[config.mk]
export PLATFORM = sky130hd
export DESIGN_NAME = rs_dec_outbuf_flat
export DESIGN_NICKNAME = d
export VERILOG_FILES = /design/src/rtl/rs_pkg.sv /design/src/rtl/rs_dec_outbuf_if.sv /design/src/rtl/rs_sync_fifo.sv /design/src/rtl/rs_dec_outbuf.sv /design/src/flat_wrapper.sv
export SDC_FILE = /design/constraint.sdc
export NUM_CORES = 1
export LEC_CHECK = 0
export BUFFER_PORTS_ARGS = -buffer_cell sky130_fd_sc_hd__buf_2
export CORE_ASPECT_RATIO = 1.1
export CORE_MARGIN = 2
export CORE_UTILIZATION = 54
export CTS_CLUSTER_SIZE = 30
export DETAILED_ROUTE_END_ITERATION = 7
export GPL_TIMING_DRIVEN = 0
export PLACE_DENSITY_LB_ADDON = 0.2
export SYNTH_ARGS = -nofsm -noshare
export SYNTH_HDL_FRONTEND = slang
export SYNTH_SLANG_ARGS = --single-unit
[constraint.sdc]
create_clock -name clk -period 2.35 [get_ports clk]
set_clock_uncertainty 0.15 [all_clocks]
set_input_delay 0.47 -clock clk [delete_from_list [all_inputs] [get_ports clk]]
set_output_delay 0.47 -clock clk [all_outputs]
set_load 0.02 [all_outputs]
[src/rtl/rs_pkg.sv]
// Shared definitions for the RS decoder datapath: word width, the buffered
// word layout and the saturating-counter helper.
package rs_pkg;

  localparam int unsigned DATA_WIDTH = 8;

  // One decoded word together with its sidebands, as stored in the buffer.
  typedef struct packed {
    logic                  isos;
    logic                  err;
    logic [DATA_WIDTH-1:0] data;
  } rs_word_t;

  // True when the low 'width' bits of 'value' are all ones, i.e. a counter
  // of that width has reached its saturation point.
  function automatic logic cnt_is_max(input logic [31:0] value,
                                      input int unsigned width);
    logic [31:0] mask;
    mask = (width >= 32) ? '1 : ((32'd1 << width) - 32'd1);
    return (value & mask) == mask;
  endfunction

endpackage

[src/rtl/rs_dec_outbuf_if.sv]
// Decoder-side and downstream-side word streams of the RS output buffer.
// The master view belongs to the buffer, the slave view to its surroundings.
interface rs_dec_outbuf_if
  import rs_pkg::*;
#(
  parameter int unsigned DATA_WIDTH = rs_pkg::DATA_WIDTH
);

  logic                  dec_vld;
  logic [DATA_WIDTH-1:0] dec_data;
  logic                  dec_isos;
  logic                  RDE_ERROR;

  logic                  out_vld;
  logic                  out_rdy;
  logic [DATA_WIDTH-1:0] out_data;
  logic                  out_isos;
  logic                  out_err;

  modport master (
    input  dec_vld, dec_data, dec_isos, RDE_ERROR, out_rdy,
    output out_vld, out_data, out_isos, out_err
  );

  modport slave (
    output dec_vld, dec_data, dec_isos, RDE_ERROR, out_rdy,
    input  out_vld, out_data, out_isos, out_err
  );

endinterface

[src/rtl/rs_sync_fifo.sv]
// Synchronous show-ahead FIFO with explicit occupancy tracking. A push into
// a full FIFO is accepted only when a pop frees the head in the same cycle;
// otherwise it is reported on 'drop' and the contents stay untouched.
module rs_sync_fifo #(
  parameter int unsigned WIDTH = 10,
  parameter int unsigned DEPTH = 16
) (
  input  logic                     clk,
  input  logic                     rstn,
  input  logic                     push_req,
  input  logic [WIDTH-1:0]         wr_data,
  input  logic                     rd_rdy,
  output logic                     rd_vld,
  output logic [WIDTH-1:0]         rd_data,
  output logic [$clog2(DEPTH):0]   level,
  output logic                     drop
);

  localparam int unsigned AW = $clog2(DEPTH);
  localparam int unsigned LW = AW + 1;

  logic [WIDTH-1:0] mem [DEPTH];
  logic [AW-1:0]    wr_ptr;
  logic [AW-1:0]    rd_ptr;
  logic [LW-1:0]    level_q;
  logic             full;
  logic             empty;
  logic             push;
  logic             pop;

  // Push/pop qualification and head presentation.
  always_comb begin
    full    = (level_q == LW'(DEPTH));
    empty   = (level_q == '0);
    pop     = !empty && rd_rdy;
    push    = push_req && (!full || pop);
    drop    = push_req && full && !pop;
    rd_vld  = !empty;
    // Head is read from registered storage; masked to zero while empty so
    // no stale or uninitialised entry is ever visible after reset.
    rd_data = empty ? '0 : mem[rd_ptr];
    level   = level_q;
  end

  // Storage write; entries need no reset because 'level' gates visibility.
  always_ff @(posedge clk) begin
    if (push) begin
      mem[wr_ptr] <= wr_data;
    end
  end

  // Pointers and occupancy.
  always_ff @(posedge clk) begin
    if (!rstn) begin
      wr_ptr  <= '0;
      rd_ptr  <= '0;
      level_q <= '0;
    end else begin
      if (push) begin
        wr_ptr <= wr_ptr + AW'(1);
      end
      if (pop) begin
        rd_ptr <= rd_ptr + AW'(1);
      end
      case ({push, pop})
        2'b10:   level_q <= level_q + LW'(1);
        2'b01:   level_q <= level_q - LW'(1);
        default: level_q <= level_q;
      endcase
    end
  end

endmodule

[src/rtl/rs_dec_outbuf.sv]
// Output buffer and statistics stage behind the RS decoder: queues decoded
// words with their sidebands, never stalls the decoder, and keeps saturating
// error / ordered-set counts plus a sticky overflow flag.
module rs_dec_outbuf
  import rs_pkg::*;
#(
  parameter int unsigned DATA_WIDTH = rs_pkg::DATA_WIDTH,
  parameter int unsigned DEPTH      = 16,
  parameter int unsigned CNT_WIDTH  = 16
) (
  input  logic                   clk,
  input  logic                   rstn,
  input  logic                   rs_ena,
  input  logic                   clr_stat,
  rs_dec_outbuf_if.master        bus,
  output logic [$clog2(DEPTH):0] level,
  output logic                   ovf,
  output logic [CNT_WIDTH-1:0]   err_cnt,
  output logic [CNT_WIDTH-1:0]   isos_cnt
);

  typedef struct packed {
    logic                  isos;
    logic                  err;
    logic [DATA_WIDTH-1:0] data;
  } word_t;

  word_t wr_word;
  word_t rd_word;
  logic  push_req;
  logic  drop;

  // Enable gating and packing of the incoming word.
  always_comb begin
    push_req     = rs_ena && bus.dec_vld;
    wr_word.isos = bus.dec_isos;
    wr_word.err  = bus.RDE_ERROR;
    wr_word.data = bus.dec_data;
  end

  rs_sync_fifo #(
    .WIDTH ($bits(word_t)),
    .DEPTH (DEPTH)
  ) u_fifo (
    .clk      (clk),
    .rstn     (rstn),
    .push_req (push_req),
    .wr_data  (wr_word),
    .rd_rdy   (bus.out_rdy),
    .rd_vld   (bus.out_vld),
    .rd_data  (rd_word),
    .level    (level),
    .drop     (drop)
  );

  // Unpack the head entry onto the downstream stream.
  always_comb begin
    bus.out_data = rd_word.data;
    bus.out_isos = rd_word.isos;
    bus.out_err  = rd_word.err;
  end

  // Saturating statistics counters; clear wins over a same-cycle increment.
  always_ff @(posedge clk) begin
    if (!rstn) begin
      err_cnt  <= '0;
      isos_cnt <= '0;
    end else if (clr_stat) begin
      err_cnt  <= '0;
      isos_cnt <= '0;
    end else begin
      if (push_req && bus.RDE_ERROR && !cnt_is_max(32'(err_cnt), CNT_WIDTH)) begin
        err_cnt <= err_cnt + CNT_WIDTH'(1);
      end
      if (push_req && bus.dec_isos && !cnt_is_max(32'(isos_cnt), CNT_WIDTH)) begin
        isos_cnt <= isos_cnt + CNT_WIDTH'(1);
      end
    end
  end

  // Sticky overflow; a drop in the clearing cycle keeps it set.
  always_ff @(posedge clk) begin
    if (!rstn) begin
      ovf <= 1'b0;
    end else if (drop) begin
      ovf <= 1'b1;
    end else if (clr_stat) begin
      ovf <= 1'b0;
    end
  end

endmodule
[src/flat_wrapper.sv]
// flat-port wrapper written by rule: the top's interface ports become plain ports
module rs_dec_outbuf_flat import rs_pkg::*;
#(
  parameter int unsigned DATA_WIDTH = rs_pkg::DATA_WIDTH,
  parameter int unsigned DEPTH      = 16,
  parameter int unsigned CNT_WIDTH  = 16
)
  (clk, rstn, rs_ena, clr_stat, level, ovf, err_cnt, isos_cnt, bus_dec_vld, bus_dec_data, bus_dec_isos, bus_RDE_ERROR, bus_out_rdy, bus_out_vld, bus_out_data, bus_out_isos, bus_out_err);
  rs_dec_outbuf_if #(.DATA_WIDTH(DATA_WIDTH)) bus_i ();
  input  logic clk;
  input  logic rstn;
  input  logic rs_ena;
  input  logic clr_stat;
  output logic [$clog2(DEPTH):0] level;
  output logic ovf;
  output logic [CNT_WIDTH-1:0] err_cnt;
  output logic [CNT_WIDTH-1:0] isos_cnt;
  input wire logic [$bits(bus_i.dec_vld)-1:0] bus_dec_vld;
  input wire logic [$bits(bus_i.dec_data)-1:0] bus_dec_data;
  input wire logic [$bits(bus_i.dec_isos)-1:0] bus_dec_isos;
  input wire logic [$bits(bus_i.RDE_ERROR)-1:0] bus_RDE_ERROR;
  input wire logic [$bits(bus_i.out_rdy)-1:0] bus_out_rdy;
  output wire logic [$bits(bus_i.out_vld)-1:0] bus_out_vld;
  output wire logic [$bits(bus_i.out_data)-1:0] bus_out_data;
  output wire logic [$bits(bus_i.out_isos)-1:0] bus_out_isos;
  output wire logic [$bits(bus_i.out_err)-1:0] bus_out_err;
  assign bus_i.dec_vld = bus_dec_vld;
  assign bus_i.dec_data = bus_dec_data;
  assign bus_i.dec_isos = bus_dec_isos;
  assign bus_i.RDE_ERROR = bus_RDE_ERROR;
  assign bus_i.out_rdy = bus_out_rdy;
  assign bus_out_vld = bus_i.out_vld;
  assign bus_out_data = bus_i.out_data;
  assign bus_out_isos = bus_i.out_isos;
  assign bus_out_err = bus_i.out_err;
  rs_dec_outbuf #(.DATA_WIDTH(DATA_WIDTH), .DEPTH(DEPTH), .CNT_WIDTH(CNT_WIDTH)) u_core (.clk(clk), .rstn(rstn), .rs_ena(rs_ena), .clr_stat(clr_stat), .bus(bus_i), .level(level), .ovf(ovf), .err_cnt(err_cnt), .isos_cnt(isos_cnt));
endmodule
==> impl_metrics.tcl, run 1 <==
set metrics [dict create \
    yosys.area_share.adder 0.01298 \
    synth-compound-area-share 0.01890 \
    path_clk_slew_ns 0.06 \
    synth_seq_cells 210 \
    synthArstFlopShare 0 \
    synthToLayoutAreaGrowth_pct 23.08 \
    slew_viol_final 0 \
    grt_pass1_vias 4966 \
    grt_usage 0.2043 \
    post-route-util 0.6785 \
    synth-xor-area-share 0.03332 \
    routedWlPerCell_um 20.81 \
    finalHoldViolCount 0 \
    cts_root_buf "clkbuf_16" \
    grt_pass1_wl_um 27030 \
    final_antenna_net_count 0 \
    postLayoutCellArea_sq_um 10680 \
    syn_area_per_cell_sq_um 16.18 \
    power_density_nw_per_um2 1073 \
    synth_edf_count 160 \
    crit_path_top_delay_cell "mux4_2" \
    gp_congestion 0.8644 \
    cp-end-kind "output port" \
    synth_area_sq_um 8675 \
    dr.first_iter.drc_count 363 \
    finalSetupTns_ns -7.808 \
    required_ns 1.73 \
    remaining_drc_errors 0 \
    hp-class "in2reg" \
    relSlewSlack 0.4799 \
    violations "negative setup slack" \
    period_share 1.310 \
    initial_core_util 0.5513 \
    ios 65 \
    path_common_cell "mux4_2" \
    postPlaceCellArea_sq_um 9271 \
    cap_violations 0 \
    vias 4931 \
    dieArea_sq_um 17100 \
    cts_sinks 210 \
    path_class "reg2out" \
    cp_cell_sequence "buf_12 -> clkbuf_16 -> mux4_2 -> mux4_2 -> and2_4 -> buf_6" \
    die_x_um 124.8 \
    core-area_sq_um 15740 \
    fp-row-count 48 \
    path_delay_family "multiplexers" \
    synth_top_family_by_area "multiplexers" \
    vias_per_cell 5.707 \
    cts_tree "yes" \
    status "finished, violations left" \
    grt_max_degree 19 \
    fmax_mhz 324.8 \
    dp_hpwl_um 11710 \
    critPathBufInv 3 \
    reg2regPathDepth 11 \
    diodes 0 \
    cp.arrival_ns 2.46 \
    cts_max_level 1 \
    die_h_um 136.9 \
    final_nets 673 \
    final_common_cell "edfxtp_1" \
    yosysUniqueCellTypes 46 \
    finalWirelength_um 17980 \
    timing.final.ws_setup_ns -0.7290 \
    whs_ns 0.1434 \
    startpoint_type "flop" \
    peakVddDrop_uv 1359 \
    finalSetupViolations 13 \
    min_path_cells 3 \
    p_leak_nw 3.547 \
    mostFrequentLayoutCells "edfxtp_1 (160), buf_2 (53), mux4_2 (50), dfxtp_1 (46), nor2_1 (37)" \
    synth-seq-area-share 0.6693 \
    clk_path_buf_depth 3 \
    period_minus_slack_ns 3.079 \
    synthesis.instances 536 \
    p_total_mw 11.45 \
    synth-main-ff-cell "edfxtp_1" \
    grt_antenna_before_repair 0 \
    critPathMaxStageDelay_ns 0.53 \
    grt_overflow 0 \
    rsz0062_at_grt "true" \
    cp.depth 6 \
    synthMuxAreaShare 0.1444 \
    critical_path.max_fanout 8 \
    syn_nets 561 \
    drive_gt1_frac 0.3509 \
    insertion_delay_ns 0.49 \
    io_buffer_count 62 \
    yosysWarningCount 0 \
    cts_buffers 22 \
    synth-simple-area-share 0.1037 \
    first_pass_iters 5 \
    worst_pin_slew_ns 0.7791 \
]
-- report_power, final --
| group | leakage (nW) | switching [mW] | internal (mW) |
|---|---|---|---|
| Sequential | 1.85 | 0.113 | 4.10 |
| Clock | 0.356 | 1.34 | 2.08 |
| Combinational | 1.34 | 1.69 | 2.13 |
-- sequential cells by signal, summed over array words and instances, names as in the netlist, named ones only --
signal                flops
u_core.ovf                1
u_core.u_fifo.level       5
u_core.err_cnt           16
u_core.isos_cnt          16
u_core.u_fifo.wr_ptr      4
u_core.u_fifo.rd_ptr      4
u_core.u_fifo.mem       160
-- synthesized netlist by cell type (9+ instances only) --
library cell	number	area share
nand3_1	21	0.012
xnor2_1	21	0.021
mux4_2	33	0.086
and2_1	19	0.014
nor3_1	14	0.0081
nand4_1	11	0.0079
xor2_1	12	0.012
edfxtp_1	160	0.55
nor2_1	50	0.022
mux4_1	17	0.051
clkbuf_1	13	0.0056
nand2_1	29	0.013
ha_1	9	0.013
dfxtp_1	50	0.12
-- logic make-up after synthesis --
family                     Yosys count
xor gates and xnor gates            33
AOI/OAI and AO/OA                   24
buffers and inverters               29
muxes                               55
adders and majority gates            9
and+or+nand+nor                    176
DFF                                210
-- through the flow --
stage,setup slack (ns),cells
CTS,-0.8151,848
global route,-0.7711,864
detailed placement,-0.6625,798
floorplan,-0.1447,536
finish,-0.7290,864
global placement,-0.6132,798
-- final timing paths --
path                                       start                             endpoint  slack (ns)
max                                         flop                      bus_out_data[6]       -0.73
min                                     clr_stat              u_core.ovf$_SDFFE_PN0P_        0.14
max reg2reg  u_core.u_fifo.level[3]$_SDFFE_PN0P_  u_core.u_fifo.level[4]$_SDFFE_PN0P_       -0.31
min reg2reg       u_core.err_cnt[1]$_SDFFE_PP0P_       u_core.err_cnt[1]$_SDFFE_PP0P_        0.37
-- metal layers --
layer,part of all wire,vias up,track usage
met5,0,-,0
met4,0.015,0,0.04877
met3,0.044,27,0.03049
met2,0.53,116,0.3685
met1,0.41,2492,0.2649
li1,-,2296,-
-- worst register-to-register path, delay by kind of cell, from the launching register on --
kind / cells / cell delay (ns)
buffers and inverters: 2 / 0.30
multiplexers: 2 / 0.39
adder cells (fa/ha/maj): 1 / 0.17
AO/OA/AOI/OAI: 3 / 0.33
AND/OR/NAND/NOR: 3 / 0.91
flip-flops: 1 / 0.36
-- what timing repair did --
item                       4_1_cts  5_1_grt
pin swaps                        7       23
setup buffers                    9       13
gates cloned                     1        4
hold buffers                     0        0
setup endpoints to repair      173      173
gates resized for setup         46       44
-- cell type report --
type                       count  area, sq um
sequential                   210         5816
fill                        1078         5059
multi-input combinational    297         2904
timing repair buffer          89        779.5
clock buffer                  32        629.4
tap                          200        250.2
buffer                        20        172.7
clock inverter                 8        92.59
inverter                       8        32.53
No activity file was read; power rests on OpenSTA's default activity.
==> inputs of run 2 (changes only) <==
Settings changed: CTS_CLUSTER_SIZE 30 to unset, GPL_ROUTABILITY_DRIVEN set to 1, SETUP_SLACK_MARGIN set to 0.3.
==> impl_metrics.tcl, run 2 (synthesized netlist as in run 1, its figures left out) <==
set metrics [dict create \
    relSlewSlack 0.5357 \
    status "finished, violations left" \
    diodes 0 \
    dp_hpwl_um 11650 \
    post-route-util 0.6805 \
    grt_max_degree 19 \
    io_buffer_count 62 \
    cts_root_buf "clkbuf_16" \
    fp-row-count 48 \
    rsz0062_at_grt "true" \
    remaining_drc_errors 0 \
    grtUsageMet2 0.3707 \
    critPathMaxStageDelay_ns 0.52 \
    p_seq_frac 0.370 \
    final_antenna_net_count 0 \
    grt_pass1_wl_um 27840 \
    worst_pin_slew_ns 0.6964 \
    dr.first_iter.drc_count 309 \
    mostFrequentLayoutCells "edfxtp_1 (160), buf_2 (53), mux4_2 (50), dfxtp_1 (44), nor2_1 (37)" \
    timing.final.ws_setup_ns -0.7417 \
    postLayoutCellArea_sq_um 10710 \
    synthToLayoutAreaGrowth_pct 23.44 \
    whs_ns 0.1493 \
    hp-class "in2reg" \
    final_common_cell "edfxtp_1" \
    cts_buffers 21 \
    peakVddDrop_uv 970.3 \
    die_h_um 136.9 \
    clkPwrFrac 0.271 \
    finalHoldViolCount 0 \
    startpoint_type "flop" \
    dieArea_sq_um 17100 \
    grtUsageMet3 0.02893 \
    p_sw_mw 3.176 \
    path_class "reg2out" \
    grt_antenna_before_repair 0 \
    fillerInstances 1065 \
    critical_path.max_fanout 7 \
    grt_usage 0.2123 \
    die_x_um 124.8 \
    fmax_mhz 323.4 \
    grt_busiest_layer "met2" \
    largest_register "u_core.u_fifo.mem" \
    final_cells 867 \
    critPathBufInv 4 \
    finalSetupViolations 13 \
    drive_gt1_frac 0.3643 \
    cts_hold_buf 0 \
    internal-power_mw 8.212 \
    grt_overflow 0 \
    gp_congestion 0.8889 \
    ios 65 \
    period_minus_slack_ns 3.092 \
    core-area_sq_um 15740 \
    clk_path_buf_depth 3 \
    largest_reg_flops 160 \
    cp-end-kind "output port" \
    vias_per_cell 5.796 \
    power_density_nw_per_um2 1064 \
    final_nets 678 \
    p_leak_nw 3.590 \
    path_clk_slew_ns 0.06 \
    reg_top3 "u_core.u_fifo.mem: 160 flops, u_core.err_cnt: 16 flops, u_core.isos_cnt: 16 flops" \
    cts_tree "yes" \
    p_total_mw 11.39 \
    initial_core_util 0.5513 \
    path_delay_family "multiplexers" \
    routedWlPerCell_um 20.94 \
    postPlaceCellArea_sq_um 9413 \
    slew_viol_final 0 \
    grt_pass1_vias 4895 \
    p_comb_frac 0.358 \
    cp.arrival_ns 2.47 \
    cp_cell_sequence "buf_12 -> buf_12 -> buf_16 -> mux4_2 -> mux4_2 -> and2_4 -> buf_6" \
    violations "negative setup slack" \
    cap_violations 0 \
    swShare 0.2789 \
    required_ns 1.73 \
    period_share 1.316 \
    cts_max_level 1 \
    multi_input_area_sq_um 2949 \
    dp.cells 798 \
    seq_area_sq_um 5821 \
    cts_sinks 210 \
    grtUsageMet1 0.2792 \
    finalWirelength_um 18160 \
    insertion_delay_ns 0.49 \
    crit_path_top_delay_cell "mux4_2" \
    first_pass_iters 4 \
    vias 5025 \
]
-- run 2: area by class of cell --
cell class	count	share of cell area
Timing Repair Buffer	94	0.07887
Buffer	21	0.01706
Inverter	8	0.003038
Tap cell	200	0.02337
Clock buffer	27	0.05211
Clock inverter	10	0.006544
Multi-Input combinational cell	297	0.2754
Sequential cell	210	0.5436
-- run 2: path summary, 6_finish.rpt --
kind | startpoint | endpoint | slack [ns] | cells after the start
hold reg to reg | u_core.err_cnt[1]$_SDFFE_PP0P_ | u_core.err_cnt[1]$_SDFFE_PP0P_ | 0.36 | 2
hold / removal | clr_stat | u_core.ovf$_SDFFE_PN0P_ | 0.15 | 3
setup / recovery | flop | bus_out_data[7] | -0.74 | 7
setup reg to reg | u_core.u_fifo.level[1]$_SDFFE_PN0P_ | u_core.u_fifo.level[4]$_SDFFE_PN0P_ | -0.19 | 10
-- run 2: routing by layer --
metal	wire (um)	share of wire
met1	7529	0.41
met5	0	0
met2	9209	0.51
met3	960	0.053
met4	455	0.025
-- run 2: timing repair --
item / 4_1_cts / 5_1_grt
gates resized for setup: 55 / 15
gates cloned: 3 / 1
hold endpoints to repair: 0 / 0
setup buffers: 17 / 11
pin swaps: 24 / 16
endpoints found under the setup margin: 179 / 145
-- run 2: worst register-to-register path: stages, from the launching register on --
cell	delay (ns)
dfxtp_4	0.34
or4_4	0.56
buf_6	0.15
o211ai_4	0.23
o21ai_2	0.08
ha_2	0.19
or2_4	0.25
nand2_4	0.08
o31ai_4	0.05
mux2i_1	0.20
mux2i_1	0.19
-- run 2: power by group through the flow --
stage / logic (mW) / clock network [mW] / registers (mW)
final: 4.08 / 3.09 / 4.22
after global routing: 4.29 / 3.31 / 4.23
after CTS: 3.73 / 3.14 / 4.22
after detailed placement: 2.74 / 0 / 4.29
after global placement: 2.70 / 0 / 4.28
after floorplan: 2.05 / 0 / 4.32
-- run 2: stage by stage --
step | worst slack, ns | TNS [ns]
floorplan | -0.06820 | -0.08177
global placement | -0.4780 | -32.16
detailed placement | -0.5287 | -43.97
CTS | -0.7654 | -7.980
global route | -0.8010 | -8.573
finish | -0.7417 | -7.856
==> inputs of run 3 (changes only) <==
Settings changed: SYNTH_HIERARCHICAL set to 1.
==> impl_metrics.tcl, run 3 <==
set metrics [dict create \
    status "finished, violations left" \
    violations "negative setup slack" \
    dr.first_iter.drc_count 502 \
    synthToLayoutAreaGrowth_pct 27.65 \
    ios 65 \
    path_class "reg2out" \
    period_minus_slack_ns 2.977 \
    yosysWarningCount 6 \
    synth-seq-area-share 0.6604 \
    final_common_cell "edfxtp_1" \
    vias 5797 \
    gp_congestion 0.8543 \
    syn_area_per_cell_sq_um 15.56 \
    period_share 1.267 \
    mostFrequentLayoutCells "edfxtp_1 (160), buf_2 (54), dfxtp_1 (44), mux4_2 (40), buf_6 (33)" \
    cts_tree "yes" \
    yosysMostFrequentCell "edfxtp_1" \
    timing.rr.end "u_core/u_fifo/level[4]$_SDFFE_PN0P_" \
    grt_pass1_vias 5663 \
    synth_edf_count 160 \
    synth_top_area_frac 0.5465 \
    startpoint_type "flop" \
    required_ns 1.73 \
    die_x_um 125.7 \
    largest_reg_flops 160 \
    final_cells 912 \
    timing.final.ws_setup_ns -0.6271 \
    cts_hold_buf 0 \
    reg_top3 "u_core/u_fifo/mem: 160 flops, u_core/err_cnt: 16 flops, u_core/isos_cnt: 16 flops" \
    synth-main-ff-cell "edfxtp_1" \
    fillerInstances 1019 \
    final_nets 724 \
    peakVddDrop_uv 635.9 \
    initial_core_util 0.5566 \
    synth_seq_cells 210 \
    fmax_mhz 335.9 \
    largest_register "u_core/u_fifo/mem" \
    cap_violations 0 \
    grt_usage 0.2433 \
    drive_gt1_frac 0.3989 \
    dp_worst_setup_slack_ns -0.3712 \
    synthArstFlopShare 0 \
    postPlaceCellArea_sq_um 9563 \
    worstHoldEndpoint "u_core/ovf$_SDFFE_PN0P_" \
    synth_area_sq_um 8791 \
    remaining_drc_errors 0 \
    synth_top_area_cell "edfxtp_1" \
    worst_pin_slew_ns 0.9783 \
    cts_sinks 210 \
    die_h_um 137.8 \
    path_clk_slew_ns 0.07 \
    io_buffer_count 64 \
    routedWlPerCell_um 23.95 \
    dieArea_sq_um 17320 \
    cts_buffers 21 \
    grt_antenna_before_repair 0 \
    postLayoutCellArea_sq_um 11220 \
    dp_hpwl_um 12410 \
    synthesis.instances 565 \
    syn_nets 590 \
    grt_overflow 0 \
    cp.arrival_ns 2.36 \
    yosys-top-cells-count "edfxtp_1 (160), dfxtp_1 (50), mux4_2 (40)" \
    dp.cells 829 \
    p_total_mw 11.73 \
    final_antenna_net_count 0 \
    yosysUniqueCellTypes 57 \
    diodes 0 \
    reg2reg_from "u_core/u_fifo/level[2]$_SDFFE_PN0P_" \
    fp-row-count 48 \
    slew_viol_final 0 \
    reg2regPathDepth 11 \
    power_density_nw_per_um2 1046 \
    grt_max_degree 19 \
    relSlewSlack 0.3478 \
    rsz0062_at_grt "true" \
    synth.area.top_cells "edfxtp_1 (55%), dfxtp_1 (11%), mux4_2 (10%)" \
    core-area_sq_um 15800 \
    hp-class "in2reg" \
    cp-end-kind "output port" \
    min_path_cells 3 \
    grt_pass1_wl_um 32060 \
    critical_path.max_fanout 5 \
    first_pass_iters 5 \
    worstHoldStart "clr_stat" \
    finalSetupViolations 162 \
    finalWirelength_um 21840 \
    finalHoldViolCount 0 \
    cts_max_level 1 \
    clk_path_buf_depth 3 \
    rrSetupSlack_ns -0.47 \
    vias_per_cell 6.356 \
    p_leak_nw 3.756 \
    cts_root_buf "clkbuf_16" \
    insertion_delay_ns 0.51 \
]
[run 3: cell types whose count changed in the layout (fill, tap and decap cells not counted), sizes merged, moves of 10 or more]
cell   before  now
mux2i       5   31
and3        3   24
nor2       50    6
xor2       12    1
xnor2      21    4
or4         3   15
o31ai       1   13
a21oi       4   27
mux4       50   40
[run 3: final cells by class]
type                       count  area, sq um  share of cell area
tap                          200        250.2             0.02230
multi-input combinational    340         3502              0.3121
clock inverter                13        195.2             0.01739
timing repair buffer          94        710.7             0.06333
sequential                   210         5818              0.5185
inverter                       6        22.52            0.002007
buffer                        26        190.2             0.01695
clock buffer                  23        533.0             0.04750
[run 3: report_power, final]
part / switching [mW] / internal (mW) / total [mW]
logic: 1.87 / 2.14 / 4.01
registers: 0.0963 / 4.09 / 4.18
clock network: 1.35 / 2.18 / 3.54
total: 3.32 / 8.41 / 11.7
[run 3: logic make-up (layout without fill, tap and decap cells)]
family | Yosys count | in the layout | synth area share
flip-flops | 210 | 210 | 0.6604
AND/OR/NAND/NOR | 151 | 167 | 0.1015
AO/OA/AOI/OAI | 87 | 88 | 0.06433
multiplexers | 71 | 71 | 0.1392
buffers and inverters | 32 | 162 | 0.01679
adder cells (fa/ha/maj) | 9 | 9 | 0.01281
XOR/XNOR | 5 | 5 | 0.004981
[run 3: how the worst max path moves through the flow]
stage / startpoint / end / depth (start not counted)
3_3_place_gp: flop / bus_out_isos / 6
5_1_grt: flop / bus_out_data[7] / 6
4_1_cts: u_core/u_fifo/level[1]$_SDFFE_PN0P_ / bus_out_err / 8
3_5_place_dp: flop / bus_out_isos / 6
2_1_floorplan: u_core/u_fifo/level[2]$_SDFFE_PN0P_ / u_core/u_fifo/level[4]$_SDFFE_PN0P_ / 9
6_report: u_core/u_fifo/level[2]$_SDFFE_PN0P_ / bus_out_data[0] / 8
[run 3: stage by stage]
| stage | TNS [ns] | utilization | hold slack [ns] |
|---|---|---|---|
| final | -23.50 | 0.7105 | 0.1610 |
| after global routing | -31.40 | 0.7105 | 0.1878 |
| after CTS | -7.251 | 0.6848 | 0.1627 |
| after detailed placement | -28.74 | 0.6054 | 0.3342 |
| after global placement | -23.16 | 0.6054 | 0.3238 |
| after floorplan | -0.8089 | - | 0.3304 |
[run 3: worst max-delay path: stages, from the launching register on]
cell and delay (ns):
dfxtp_4 0.34, or4_4 0.53, buf_8 0.13, or2_4 0.22, buf_6 0.14, nand2b_4 0.12
buf_12 0.15, o22ai_4 0.08, buf_6 0.14
[run 3: per-layer routing]
layer / vias up / track usage / part of all wire
met3: 30 / 0.03029 / 0.061
met2: 236 / 0.4387 / 0.53
met5: - / 0 / 0
li1: 2593 / - / -
met4: 0 / 0.07037 / 0.021
met1: 2938 / 0.3132 / 0.39
[run 3: what timing repair did]
| item | CTS | global route |
|---|---|---|
| endpoints found under the setup margin | 183 | 199 |
| buffers inserted | 9 | 19 |
| cloned | 13 | 6 |
| pin swaps | 8 | 17 |
| resized for setup | 112 | 58 |
